File: src/rtl/pipe_pkg.sv
// rtl/pipe_pkg.sv - shared types and constants for the front-end pipeline
package pipe_pkg;

  localparam int AW_DEF  = 8;
  localparam int IW_DEF  = 16;
  localparam int OPC_MSB = 15;
  localparam int OPC_LSB = 8;

  localparam logic [IW_DEF-1:0] NOP_WORD = 16'h0000;

  typedef enum logic [1:0] {
    S_IDLE  = 2'd0,
    S_FETCH = 2'd1,
    S_HOLD  = 2'd2,
    S_DRAIN = 2'd3
  } fetch_state_t;

endpackage

File: src/rtl/fetch_hold_buf.sv
// rtl/fetch_hold_buf.sv - one-entry skid register for a word fetched during a stall
module fetch_hold_buf #(
  parameter int AW = 8,
  parameter int IW = 16
) (
  input  logic          clk,
  input  logic          rst_n,
  input  logic          load,
  input  logic          clear,
  input  logic          unload,
  input  logic [IW-1:0] load_data,
  input  logic [AW-1:0] load_npc,
  output logic [IW-1:0] data,
  output logic [AW-1:0] npc,
  output logic          full
);

  // clear wins over load so a redirect always leaves the buffer empty
  always_ff @(posedge clk or negedge rst_n) begin
    if (!rst_n) begin
      data <= '0;
      npc  <= '0;
      full <= 1'b0;
    end else if (clear) begin
      data <= '0;
      npc  <= '0;
      full <= 1'b0;
    end else if (load) begin
      data <= load_data;
      npc  <= load_npc;
      full <= 1'b1;
    end else if (unload) begin
      full <= 1'b0;
    end
  end

endmodule

File: src/rtl/fetch_stage.sv
// rtl/fetch_stage.sv - instruction fetch: PC, program-memory handshake, CCG1 segment feed
module fetch_stage #(
  parameter int            AW       = 8,
  parameter int            IW       = 16,
  parameter logic [AW-1:0] RESET_PC = '0,
  parameter logic [IW-1:0] NOP_WORD = IW'(pipe_pkg::NOP_WORD)
) (
  input  logic          clk,
  input  logic          rst_n,
  output logic          imem_req,
  output logic [AW-1:0] imem_addr,
  input  logic          imem_ack,
  input  logic [IW-1:0] imem_rdata,
  input  logic          l_pc,
  input  logic [AW-1:0] pc_target,
  input  logic          stall,
  output logic [IW-1:0] segment,
  output logic [AW-1:0] npc,
  output logic          seg_valid
);
  import pipe_pkg::*;

  fetch_state_t  state_q, state_d;
  logic [AW-1:0] pc_q, pc_d;
  logic [AW-1:0] pend_q, pend_d;
  logic [IW-1:0] seg_q, seg_d;
  logic [AW-1:0] npc_q, npc_d;
  logic          valid_q, valid_d;
  logic [AW-1:0] pc_inc;

  logic          hb_load, hb_clear, hb_unload;
  logic [IW-1:0] hb_data;
  logic [AW-1:0] hb_npc;
  logic          hb_full;

  assign pc_inc    = pc_q + AW'(1);
  assign imem_addr = pc_q;
  assign imem_req  = (state_q == S_FETCH) || (state_q == S_DRAIN);
  assign segment   = seg_q;
  assign npc       = npc_q;
  assign seg_valid = valid_q;

  fetch_hold_buf #(
    .AW(AW),
    .IW(IW)
  ) u_hold (
    .clk      (clk),
    .rst_n    (rst_n),
    .load     (hb_load),
    .clear    (hb_clear),
    .unload   (hb_unload),
    .load_data(imem_rdata),
    .load_npc (pc_inc),
    .data     (hb_data),
    .npc      (hb_npc),
    .full     (hb_full)
  );

  always_ff @(posedge clk or negedge rst_n) begin
    if (!rst_n) begin
      state_q <= S_IDLE;
      pc_q    <= RESET_PC;
      pend_q  <= RESET_PC;
      seg_q   <= NOP_WORD;
      npc_q   <= RESET_PC;
      valid_q <= 1'b0;
    end else begin
      state_q <= state_d;
      pc_q    <= pc_d;
      pend_q  <= pend_d;
      seg_q   <= seg_d;
      npc_q   <= npc_d;
      valid_q <= valid_d;
    end
  end

  always_comb begin
    state_d   = state_q;
    pc_d      = pc_q;
    pend_d    = pend_q;
    seg_d     = seg_q;
    npc_d     = npc_q;
    valid_d   = valid_q;
    hb_load   = 1'b0;
    hb_clear  = 1'b0;
    hb_unload = 1'b0;

    if (l_pc) begin
      seg_d    = NOP_WORD;
      valid_d  = 1'b0;
      npc_d    = pc_target;
      hb_clear = 1'b1;
      case (state_q)
        // imem_addr must not move under an open request, so the target waits in pend
        S_FETCH, S_DRAIN: begin
          if (imem_ack) begin
            pc_d    = pc_target;
            state_d = stall ? S_IDLE : S_FETCH;
          end else begin
            pend_d  = pc_target;
            state_d = S_DRAIN;
          end
        end
        default: begin
          pc_d    = pc_target;
          state_d = stall ? S_IDLE : S_FETCH;
        end
      endcase
    end else begin
      case (state_q)
        S_IDLE: begin
          if (!stall) state_d = S_FETCH;
        end
        S_FETCH: begin
          if (imem_ack) begin
            pc_d = pc_inc;
            if (!stall) begin
              seg_d   = imem_rdata;
              npc_d   = pc_inc;
              valid_d = 1'b1;
            end else begin
              hb_load = 1'b1;
              state_d = S_HOLD;
            end
          end else if (!stall) begin
            seg_d   = NOP_WORD;
            valid_d = 1'b0;
          end
        end
        S_HOLD: begin
          if (!stall) begin
            hb_unload = 1'b1;
            seg_d     = hb_data;
            npc_d     = hb_npc;
            valid_d   = hb_full;
            state_d   = S_FETCH;
          end
        end
        S_DRAIN: begin
          if (!stall) begin
            seg_d   = NOP_WORD;
            valid_d = 1'b0;
          end
          if (imem_ack) begin
            pc_d    = pend_q;
            state_d = stall ? S_IDLE : S_FETCH;
          end
        end
        default: state_d = S_IDLE;
      endcase
    end
  end

endmodule

File: config.mk
export PLATFORM = sky130hd
export DESIGN_NAME = fetch_stage
export DESIGN_NICKNAME = d
export VERILOG_FILES = /design/src/rtl/pipe_pkg.sv /design/src/rtl/fetch_hold_buf.sv /design/src/rtl/fetch_stage.sv
export SDC_FILE = /design/constraint.sdc
export NUM_CORES = 1
export LEC_CHECK = 0
export ABC_AREA = 1
export BUFFER_PORTS_ARGS = -buffer_cell sky130_fd_sc_hd__buf_2
export CORE_MARGIN = 2
export CORE_UTILIZATION = 50
export CTS_CLUSTER_SIZE = 28
export DETAILED_ROUTE_END_ITERATION = 8
export MAX_ROUTING_LAYER = met4
export PLACE_DENSITY_LB_ADDON = 0.15
export SLEW_MARGIN = 5
export SYNTH_ARGS = -nofsm -noshare
export SYNTH_HDL_FRONTEND = slang
export SYNTH_HIERARCHICAL = 1
export SYNTH_SLANG_ARGS = --single-unit
File: constraint.sdc
create_clock -name clk -period 3.8 [get_ports clk]
set_input_delay 0.38 -clock clk [delete_from_list [all_inputs] [get_ports clk]]
set_output_delay 0.38 -clock clk [all_outputs]
set_load 0.02 [all_outputs]
### Word level (Yosys, flattened, before mapping)

Cells that the tools add are included.
Widths: inputs -> output; s select.

* bits in registers: 68
* bits of input ports: 29
* output and inout port bits: 34
* logic and storage cells: 83

* $add $sub $neg: 1
* eq/ne operators: 11
* muxes and demuxes: 47
* bitwise logic cells: 1
* reduce and logical (&&, ||, !) cells: 14

Operators with widths (count)
* $mux 16: 7
* $mux 8: 11
* $pmux 16 s3: 1
* $pmux 8 s2: 2
* $ne 3x3->1 const B: 7
* $mux 1: 17
* $mux 2: 7
* $reduce_and 4->1: 3
* $reduce_bool 3->1: 3
* $add 8x1->8 const B: 1
* $pmux 2 s3: 1
* $reduce_and 3->1: 2
* $eq 2x2->1 const B: 2
* $ne 4x4->1 const B: 1
* $reduce_bool 4->1: 1
* $reduce_or 2->1: 2
* $pmux 1 s3: 1
* $eq 2x1->1 const B: 1
* $logic_not 2->1: 1
* $reduce_bool 2->1: 1
* $logic_or 1x1->1: 1
* $not 1->1: 1

### Logic depth before layout (Yosys ltp)

Gate-level depths: netlist of the first run.

* word-level depth: 6
* mapped depth: 10
* gate-level depth less buffers: 9

### Modules after synthesis

The synthesis of the first run kept the hierarchy.

Modules (own cells, without submodules)
* fetch_stage: instances 1, cells each 394, area each 2646.3 µm², seq. area each 1076.0 µm²
* fetch_hold_buf: instances 1, cells each 110, area each 1009.7 µm², seq. area each 625.6 µm²

### Least setup slack after synthesis of the first run

OpenSTA, ideal clock, no wires.

* path kind: register -> register
* start: reg state_q[1]
* end: reg u_hold.data[4]
* setup time: 0.065 ns
* arrival: 1.382 ns
* required time: 3.735 ns
* path slack: 2.353 ns
* stages on the path, launching flop included: 10
* buffers on the path: 2
* clock period less this slack: 1.447 ns
* path through: dfrtp_1 > inv_1 > nand2_1 > nor2_2 > inv_1 > nor2_1 > buf_6 > buf_2 > nand3_1 > nand2_1

* longest elaborated chain between the ends: 4

Ends and longest elaborated chain
* start, declared: line fetch_stage.sv:23 `fetch_state_t state_q, state_d;`
* start signal, assigned: line fetch_stage.sv:68 `state_q <= state_d;`
* $eq 2x1->1: line fetch_stage.sv:110 `case (state_q)`
* $mux 1: line fetch_stage.sv:110
* $mux 1: line fetch_stage.sv:88 `if (l_pc) begin`
* named net hb_load: line fetch_stage.sv:31 `logic hb_load, hb_clear, hb_unload;`
* $reduce_bool 2->1 (no source line)
* end signal, assigned: line fetch_hold_buf.sv:29 `data <= load_data;`
* end, declared: line fetch_hold_buf.sv:13 `output logic [IW-1:0] data,`

The timed path passes the listed nets, and every way through them passes these cells.
A chain may end at the register's enable or synchronous reset.

### Worst setup path after layout of the first run

* start: in l_pc
* end: reg u_hold.data[12]

* longest elaborated chain between the ends: 2
* elaborated cells on any way between the ends: 4
* classes of those cells: mux (3); reduce/logical (1)

Ends and longest elaborated chain
* start, declared: line fetch_stage.sv:14 `input logic l_pc,`
* $mux 1: line fetch_stage.sv:88
* named net hb_load: line fetch_stage.sv:31
* $reduce_bool 2->1 (no source line)

The timed path passes the listed nets, and every way through them passes these cells.

==> results.rst, run 1 <==
.. list-table::
   :header-rows: 1

   * - Metric
     - Value
   * - Clock period minus worst slack
     - 2.02 ns
   * - Quantity of gates resized following cts
     - 0
   * - Synthesized netlist net count
     - 534
   * - Clock insertion delay at the later pin of the skew report
     - 0.35 ns
   * - Unrepaired setup endpoints after global routing
     - false
   * - Clock slew at reported path FFs
     - 0.08 ns
   * - Floorplan die width
     - 89.5 um
   * - CTS tree
     - done
   * - Cell with the biggest individual delay on the critical path
     - sky130_fd_sc_hd__nor2_4
   * - Post-detail-place hpwl
     - 6330 um
   * - Number of primary I/O pins
     - 63
   * - Antenna Nets Post-Route
     - 0
   * - Global-route wire length before repair
     - 14600 um
   * - Count of H-tree levels built during CTS
     - 3
   * - Nets
     - 588
   * - Leakage component of the power
     - 2.31 nW
   * - Critical path buffer and inverter count
     - 4
   * - Top post-synthesis cells by area
     - sky130_fd_sc_hd__dfrtp_1 (47%), sky130_fd_sc_hd__nand2_1 (19%), sky130_fd_sc_hd__nor2_1 (5.6%)
   * - Count of endpoints failing setup in the final report
     - 0
   * - Worst setup slack for register-to-register paths
     - 1.78 ns
   * - Headroom to the max-slew limit
     - 0.609
   * - Number of synthesized register bits
     - 68
   * - Count of filler cells inserted in the layout
     - 694
   * - Cts bufs inserted
     - 9
   * - Number of buffers between clock root and the deepest sink
     - 2
   * - Top library cells by usage in the layout, fill and taps aside
     - sky130_fd_sc_hd__nand2_1 (184), sky130_fd_sc_hd__dfrtp_1 (68), sky130_fd_sc_hd__buf_2 (62)
   * - First-pass DRT Iterations
     - 4
   * - Number of clock sinks
     - 68
   * - Capturing element type of the critical path
     - flop
   * - Outcome
     - complete, no violations
   * - Tot GR Track Use
     - 0.246
   * - Final Hold Fails
     - 0
   * - Maximum vdd ir drop
     - 0.228 mV
   * - Cell-by-cell trace of the critical path
     - buf_2, inv_2, nand2_1, nor2_2, inv_1, nor2_1, buf_4, nor2_4, nand2_1, nand2_1
   * - Chip height
     - 89.5 um
   * - Post-CTS setup repair buffer count
     - 0
   * - Launching element type of the critical path
     - primary input
   * - Delay-heaviest family, CP
     - buffers and inverters
   * - Cell mode on critical path
     - sky130_fd_sc_hd__nand2_1
   * - Hold buffers post-CTS
     - 0
   * - Slowest Stage Delay on Critical Path
     - 0.44 ns
   * - Pin count of the biggest net entering global routing
     - 38
   * - Placer Congestion
     - 0.887
   * - Aggregate negative setup slack
     - 0 ns
   * - CP Depth
     - 10
   * - Final core utilization
     - 0.584
   * - Leftover overflow at the end of global routing
     - 0
   * - DRC violation count after routing
     - 0
   * - Count of cells along the worst register-to-register path
     - 7
   * - Critical path start-end classification
     - primary input to flop
   * - Synth top area share
     - 0.465
   * - Count of max-cap constraint violations
     - 0
   * - Crit path from
     - l_pc
   * - Full die area
     - 0.00801 mm2
   * - Slew Viols, Final
     - 0
   * - CTS Root Buffer Type
     - sky130_fd_sc_hd__clkbuf_8
   * - Fraction of final layout cells sized beyond drive strength 1
     - 0.192
   * - Achievable Freq
     - 0.496 GHz
   * - Count of different cell masters after synthesis
     - 22
   * - Total detailed-routing wirelength
     - 8910 um
   * - Pwr per Cell Area
     - 497 mW/mm2
   * - Count of buffers from port buffering
     - 62
   * - Via count normalized by instance count
     - 5.16
   * - Crit Path Max Fanout
     - 27
   * - Standard cell core area
     - 0.00718 mm2
   * - End of the worst register-to-register path
     - segment[12]$_DFFE_PN0P_
   * - Ratio of final minimum period to clock period
     - 0.530
   * - Mean instance size in the synthesized netlist
     - 7.25 um2
   * - Max Clock Skew
     - 0.0105 ns
   * - Most frequent standard cell in the layout excluding fill and tap cells
     - sky130_fd_sc_hd__nand2_1
   * - Largest area contributor in the netlist
     - sky130_fd_sc_hd__dfrtp_1
   * - Overall via count from detail_route
     - 3414
   * - Number of antenna violations at the first check in global routing
     - 0
   * - Class of the most critical hold timing path
     - primary input to async pin
   * - Diodes inserted
     - 0
   * - Tot Pwr
     - 2.08 mW
   * - Site Rows
     - 31
   * - Worst path arrival time
     - 2.29 ns
   * - End point of the critical path
     - u_hold/data[12]$_DFFE_PN0P_
   * - Post-synth design cell area
     - 0.00366 mm2
   * - Critical register-to-register path startpoint
     - state_q[0]$_DFFE_PN0P_
   * - Number of global-route vias before repair
     - 3127
   * - Initial Utilization
     - 0.510
   * - Worst Path Required
     - 4.08 ns
   * - Violation count after the first detailed-routing iteration
     - 218
   * - Average wire per standard cell
     - 13.5 um
   * - Part of the Yosys area used for sequential elements
     - 0.465
   * - Layout overhead on the synthesized area
     - 14.6%
   * - Transition time at the pin with the least slew margin
     - 0.584 ns
   * - Number of warnings printed during yosys synthesis
     - 6
   * - Cell count after synthesis
     - 504
==> state kept, by name, indices dropped and copies added (netlist names) <==
name and count:
state_q 2, u_hold/full 1, pend_q 8, u_hold/data 16, imem_addr 8, seg_valid 1
u_hold/npc 8, segment 16, npc 8
==> where the power goes <==
part	internal (mW)	switching, mW	leakage [nW]
combinational	0.190	0.386	1.34
clock	0.320	0.290	0.0983
sequential	0.818	0.0787	0.881
==> how the worst min path moves through the flow <==
stage                               end  slack [ns]
5_1_grt          segment[2]$_DFFE_PN0P_        0.04
3_5_place_dp     segment[2]$_DFFE_PN0P_        0.40
3_3_place_gp     segment[2]$_DFFE_PN0P_        0.40
6_report          seg_valid$_DFFE_PN0P_        0.02
2_1_floorplan  imem_addr[0]$_DFFE_PN0P_        0.08
4_1_cts         segment[11]$_DFFE_PN0P_        0.02
==> cells by family after synthesis <==
group,after synthesis,synth area share
buf+inv,58,0.0726
fa+ha+maj,1,0.00342
simple gates,299,0.336
compound gates,78,0.123
flops,68,0.465
==> cell type report <==
type                       count  area (um2)  area share
inverter                      34         128      0.0304
multi-input combinational    378        1690       0.403
clock inverter                 6        63.8      0.0152
tap                           99         124      0.0296
sequential                    68        1700       0.406
timing repair buffer          67         348      0.0830
clock buffer                  10         138      0.0328
==> layer usage <==
layer | wire [um] | vias to the layer above | part of all wire | GRT usage
met2 | 4220 | 99 | 0.47 | 0.378
met1 | 4000 | 1580 | 0.45 | 0.316
met3 | 444 | 21 | 0.050 | 0.0434
met5 | 0 | - | 0 | -
met4 | 243 | 0 | 0.027 | 0.114
li1 | - | 1714 | - | -
==> Yosys cell counts <==
master                     number
sky130_fd_sc_hd__o21ai_0       27
sky130_fd_sc_hd__clkbuf_1       7
sky130_fd_sc_hd__dfrtp_1       68
sky130_fd_sc_hd__nand3_1       39
sky130_fd_sc_hd__buf_6          4
sky130_fd_sc_hd__o211ai_1      16
sky130_fd_sc_hd__nand2_1      184
sky130_fd_sc_hd__a21oi_1       31
sky130_fd_sc_hd__nor2_1        55
sky130_fd_sc_hd__buf_4          1
sky130_fd_sc_hd__ha_1           1
sky130_fd_sc_hd__inv_1         30
sky130_fd_sc_hd__a21boi_4       1
sky130_fd_sc_hd__and2_1         1
sky130_fd_sc_hd__nor2_2         1
sky130_fd_sc_hd__buf_2         11
sky130_fd_sc_hd__a31oi_1        3
sky130_fd_sc_hd__inv_2          4
sky130_fd_sc_hd__nor2_4         1
sky130_fd_sc_hd__nand2_2        3
sky130_fd_sc_hd__buf_1          1
sky130_fd_sc_hd__or2_2         15
==> stage by stage <==
step                      setup WS [ns]  hold WS (ns)  std cells  cell area, um2
after CTS                          1.75        0.0214        662            4190
after global placement             1.52         0.402        646            3990
after floorplan                    2.35        0.0844        504            3660
final                              1.78        0.0220        662            4190
after global routing               1.53        0.0418        662            4190
after detailed placement           1.43         0.403        646            3990
No activity file was read; power rests on OpenSTA's default activity.
==> run 2: changes to the inputs <==
==> constraint.sdc (replaced) <==
create_clock -name clk -period 1.9 [get_ports clk]
set_input_delay 0.19 -clock clk [delete_from_list [all_inputs] [get_ports clk]]
set_output_delay 0.19 -clock clk [all_outputs]
set_load 0.02 [all_outputs]
==> run 2 against run 1 <==
  * Clock power grew 130%
  * Non-clock buffer count increased by 11
  * Critical path type is now flop to flop
  * Setup slack worse by 1.6 ns
  * Utilization grew 1.8 points
  * Count of clock-buffer cells in the layout rose by 1
  * Clock skew hardly changed
  * Combinational power up 110%
  * Final area is 3.2% higher
  * Die area is the same
  * Global-route usage grew 1.4 points
==> results.rst, run 2 (synthesized netlist as in run 1, its figures left out) <==
.. list-table::
   :header-rows: 1

   * - Metric
     - Value
   * - CTS tree
     - done
   * - Cell-by-cell trace of the critical path
     - inv_1, nand2_1, nor2_2, inv_1, nor2_2, buf_4, nand3_1, nand2_1
   * - Via count normalized by instance count
     - 5.17 (+0.30%)
   * - Aggregate negative setup slack
     - 0 ns (unchanged)
   * - Chip height
     - 89.5 um (unchanged)
   * - Number of antenna violations at the first check in global routing
     - 0 (unchanged)
   * - Clock period minus worst slack
     - 1.67 ns
   * - Placer Congestion
     - 0.837 (-5.6%)
   * - Count of max-cap constraint violations
     - 0 (unchanged)
   * - Headroom to the max-slew limit
     - 0.602 (-0.00716)
   * - Global-route wire length before repair
     - 15500 um (+6.2%)
   * - Worst path arrival time
     - 1.95 ns (-0.34 ns)
   * - First-pass DRT Iterations
     - 5 (+1)
   * - Final Hold Fails
     - 0 (unchanged)
   * - Pwr per Cell Area
     - 1020 mW/mm2 (+100%)
   * - Average wire per standard cell
     - 13.9 um (+3.6%)
   * - Antenna Nets Post-Route
     - 0 (unchanged)
   * - Outcome
     - complete, no violations
   * - Achievable Freq
     - 0.598 GHz
   * - Top library cells by usage in the layout, fill and taps aside
     - sky130_fd_sc_hd__nand2_1 (184), sky130_fd_sc_hd__dfrtp_1 (68), sky130_fd_sc_hd__buf_2 (62)
   * - Most frequent standard cell in the layout excluding fill and tap cells
     - sky130_fd_sc_hd__nand2_1
   * - Tot GR Track Use
     - 0.260 (+0.0139)
   * - Layout overhead on the synthesized area
     - 18.3%
   * - Number of primary I/O pins
     - 63 (unchanged)
   * - Overall via count from detail_route
     - 3481 (+2.0%)
   * - Count of buffers from port buffering
     - 62 (unchanged)
   * - Worst Path Required
     - 2.18 ns (-1.90 ns)
   * - CTS Root Buffer Type
     - sky130_fd_sc_hd__clkbuf_8
   * - Cts bufs inserted
     - 9 (unchanged)
   * - Leftover overflow at the end of global routing
     - 0 (unchanged)
   * - Count of endpoints failing setup in the final report
     - 0 (unchanged)
   * - Initial Utilization
     - 0.510 (unchanged)
   * - Placed cell areas
     - 0.00406 mm2 (+1.6%)
   * - Post-detail-place hpwl
     - 6410 um (+1.3%)
   * - Nets
     - 599 (+1.9%)
   * - Count of H-tree levels built during CTS
     - 3 (unchanged)
   * - Class of the most critical hold timing path
     - primary input to flop
   * - Max Clock Skew
     - 0.0106 ns (+0.0000304 ns)
   * - Slowest Stage Delay on Critical Path
     - 0.44 ns (about the same)
   * - Slew Viols, Final
     - 0 (unchanged)
   * - Worst setup slack for register-to-register paths
     - 0.23 ns (-1.56 ns)
   * - Launching element type of the critical path
     - flop
   * - Final core utilization
     - 0.603 (+0.0185)
   * - Pin count of the biggest net entering global routing
     - 33 (-13%)
   * - Number of global-route vias before repair
     - 3209 (+2.6%)
   * - Violation count after the first detailed-routing iteration
     - 186 (-15%)
   * - Capturing element type of the critical path
     - flop
   * - Maximum vdd ir drop
     - 0.544 mV (+140%)
   * - Unrepaired setup endpoints after global routing
     - false
   * - Final design area excluding fillers
     - 0.00432 mm2 (+3.2%)
   * - Number of buffers between clock root and the deepest sink
     - 2 (unchanged)
   * - Full die area
     - 0.00801 mm2 (unchanged)
   * - Number of clock sinks
     - 68 (unchanged)
   * - Clock slew at reported path FFs
     - 0.08 ns (about the same)
   * - Cell with the biggest individual delay on the critical path
     - sky130_fd_sc_hd__dfrtp_1
   * - Site Rows
     - 31 (unchanged)
   * - Total detailed-routing wirelength
     - 9380 um (+5.3%)
   * - Count of filler cells inserted in the layout
     - 703 (+1.3%)
   * - Transition time at the pin with the least slew margin
     - 0.595 ns (+0.0114 ns)
   * - Clock insertion delay at the later pin of the skew report
     - 0.34 ns (about the same)
   * - Fraction of final layout cells sized beyond drive strength 1
     - 0.207 (+0.0155)
   * - DRC violation count after routing
     - 0 (unchanged)
   * - Ratio of final minimum period to clock period
     - 0.880
   * - Standard cell core area
     - 0.00718 mm2 (unchanged)
   * - Critical path start-end classification
     - flop to flop
   * - Crit Path Max Fanout
     - 16 (-41%)
   * - Diodes inserted
     - 0 (unchanged)
   * - Floorplan die width
     - 89.5 um (unchanged)
   * - Leakage component of the power
     - 2.39 nW (+3.3%)
[run 2: cell count changes in the layout (fill, tap and decap cells not counted)]
cell                            previous run  this run
sky130_fd_sc_hd__buf_4                     5        14
sky130_fd_sc_hd__clkinvlp_4                2         0
sky130_fd_sc_hd__buf_12                    0         1
sky130_fd_sc_hd__bufinv_16                 1         2
sky130_fd_sc_hd__clkbuf_8                 10        11
sky130_fd_sc_hd__clkinv_2                  2         1
sky130_fd_sc_hd__dlygate4sd3_1             0         1
sky130_fd_sc_hd__inv_6                     0         1
sky130_fd_sc_hd__nor2_1                   55        54
sky130_fd_sc_hd__nor2_2                    1         2
[run 2: cell type report]
| class | count | area [um2] | area share |
|---|---|---|---|
| Sequential cell | 68 | 1700 | 0.394 |
| Multi-Input combinational cell | 378 | 1690 | 0.391 |
| Timing Repair Buffer | 78 | 445 | 0.103 |
| Clock buffer | 11 | 151 | 0.0350 |
| Inverter | 34 | 128 | 0.0295 |
| Tap cell | 99 | 124 | 0.0286 |
| Clock inverter | 5 | 82.6 | 0.0191 |
[run 2: worst paths after layout]
check,from,end,cells past startpoint
max in group asynchronous,rst_n,u_hold/data[0]$_DFFE_PN0P_,3
min in group asynchronous,rst_n,pend_q[4]$_DFFE_PN0P_,2
hold reg to reg,u_hold/data[13]$_DFFE_PN0P_,u_hold/data[13]$_DFFE_PN0P_,2
setup / recovery,state_q[1]$_DFFE_PN0P_,u_hold/npc[4]$_DFFE_PN0P_,8
hold / removal,pc_target[6],pend_q[6]$_DFFE_PN0P_,3
setup reg to reg,state_q[1]$_DFFE_PN0P_,u_hold/npc[4]$_DFFE_PN0P_,8
[run 2: critical path, delay by kind of cell (launching register included)]
kind | cells | cell delay, ns
AND/OR/NAND/NOR | 5 | 0.69
flip-flops | 1 | 0.44
buffers and inverters | 3 | 0.47
[run 2: metrics by stage]
| step | std cells | total power [mW] | hold slack (ns) | worst slack (ns) |
|---|---|---|---|---|
| 6_report | 673 | 4.40 | 0.0559 | 0.229 |
| 5_1_grt | 673 | 4.67 | 0.0725 | 0.0691 |
| 3_3_place_gp | 653 | 2.99 | 0.224 | 0.233 |
| 4_1_cts | 670 | 4.42 | 0.0455 | 0.133 |
| 3_5_place_dp | 653 | 3.01 | 0.235 | 0.169 |
| 2_1_floorplan | 504 | 2.60 | -0.106 | 0.453 |
[run 2: what timing repair did]
action	4_1_cts	5_1_grt
gates resized for setup	0	1
setup endpoints to repair	0	22
hold buffers	1	0
setup buffers	0	3
endpoints found under the hold margin	22	0
[run 2: routing by layer]
metal	GRT usage	wire, um
met1	0.333	4100
met5	-	0
met3	0.0342	511
met2	0.420	4630
met4	0.0991	139
[run 2: power breakdown]
part | switching, mW | internal, mW
combinational | 0.785 | 0.410
sequential | 0.160 | 1.64
clock | 0.589 | 0.816
total | 1.53 | 2.86
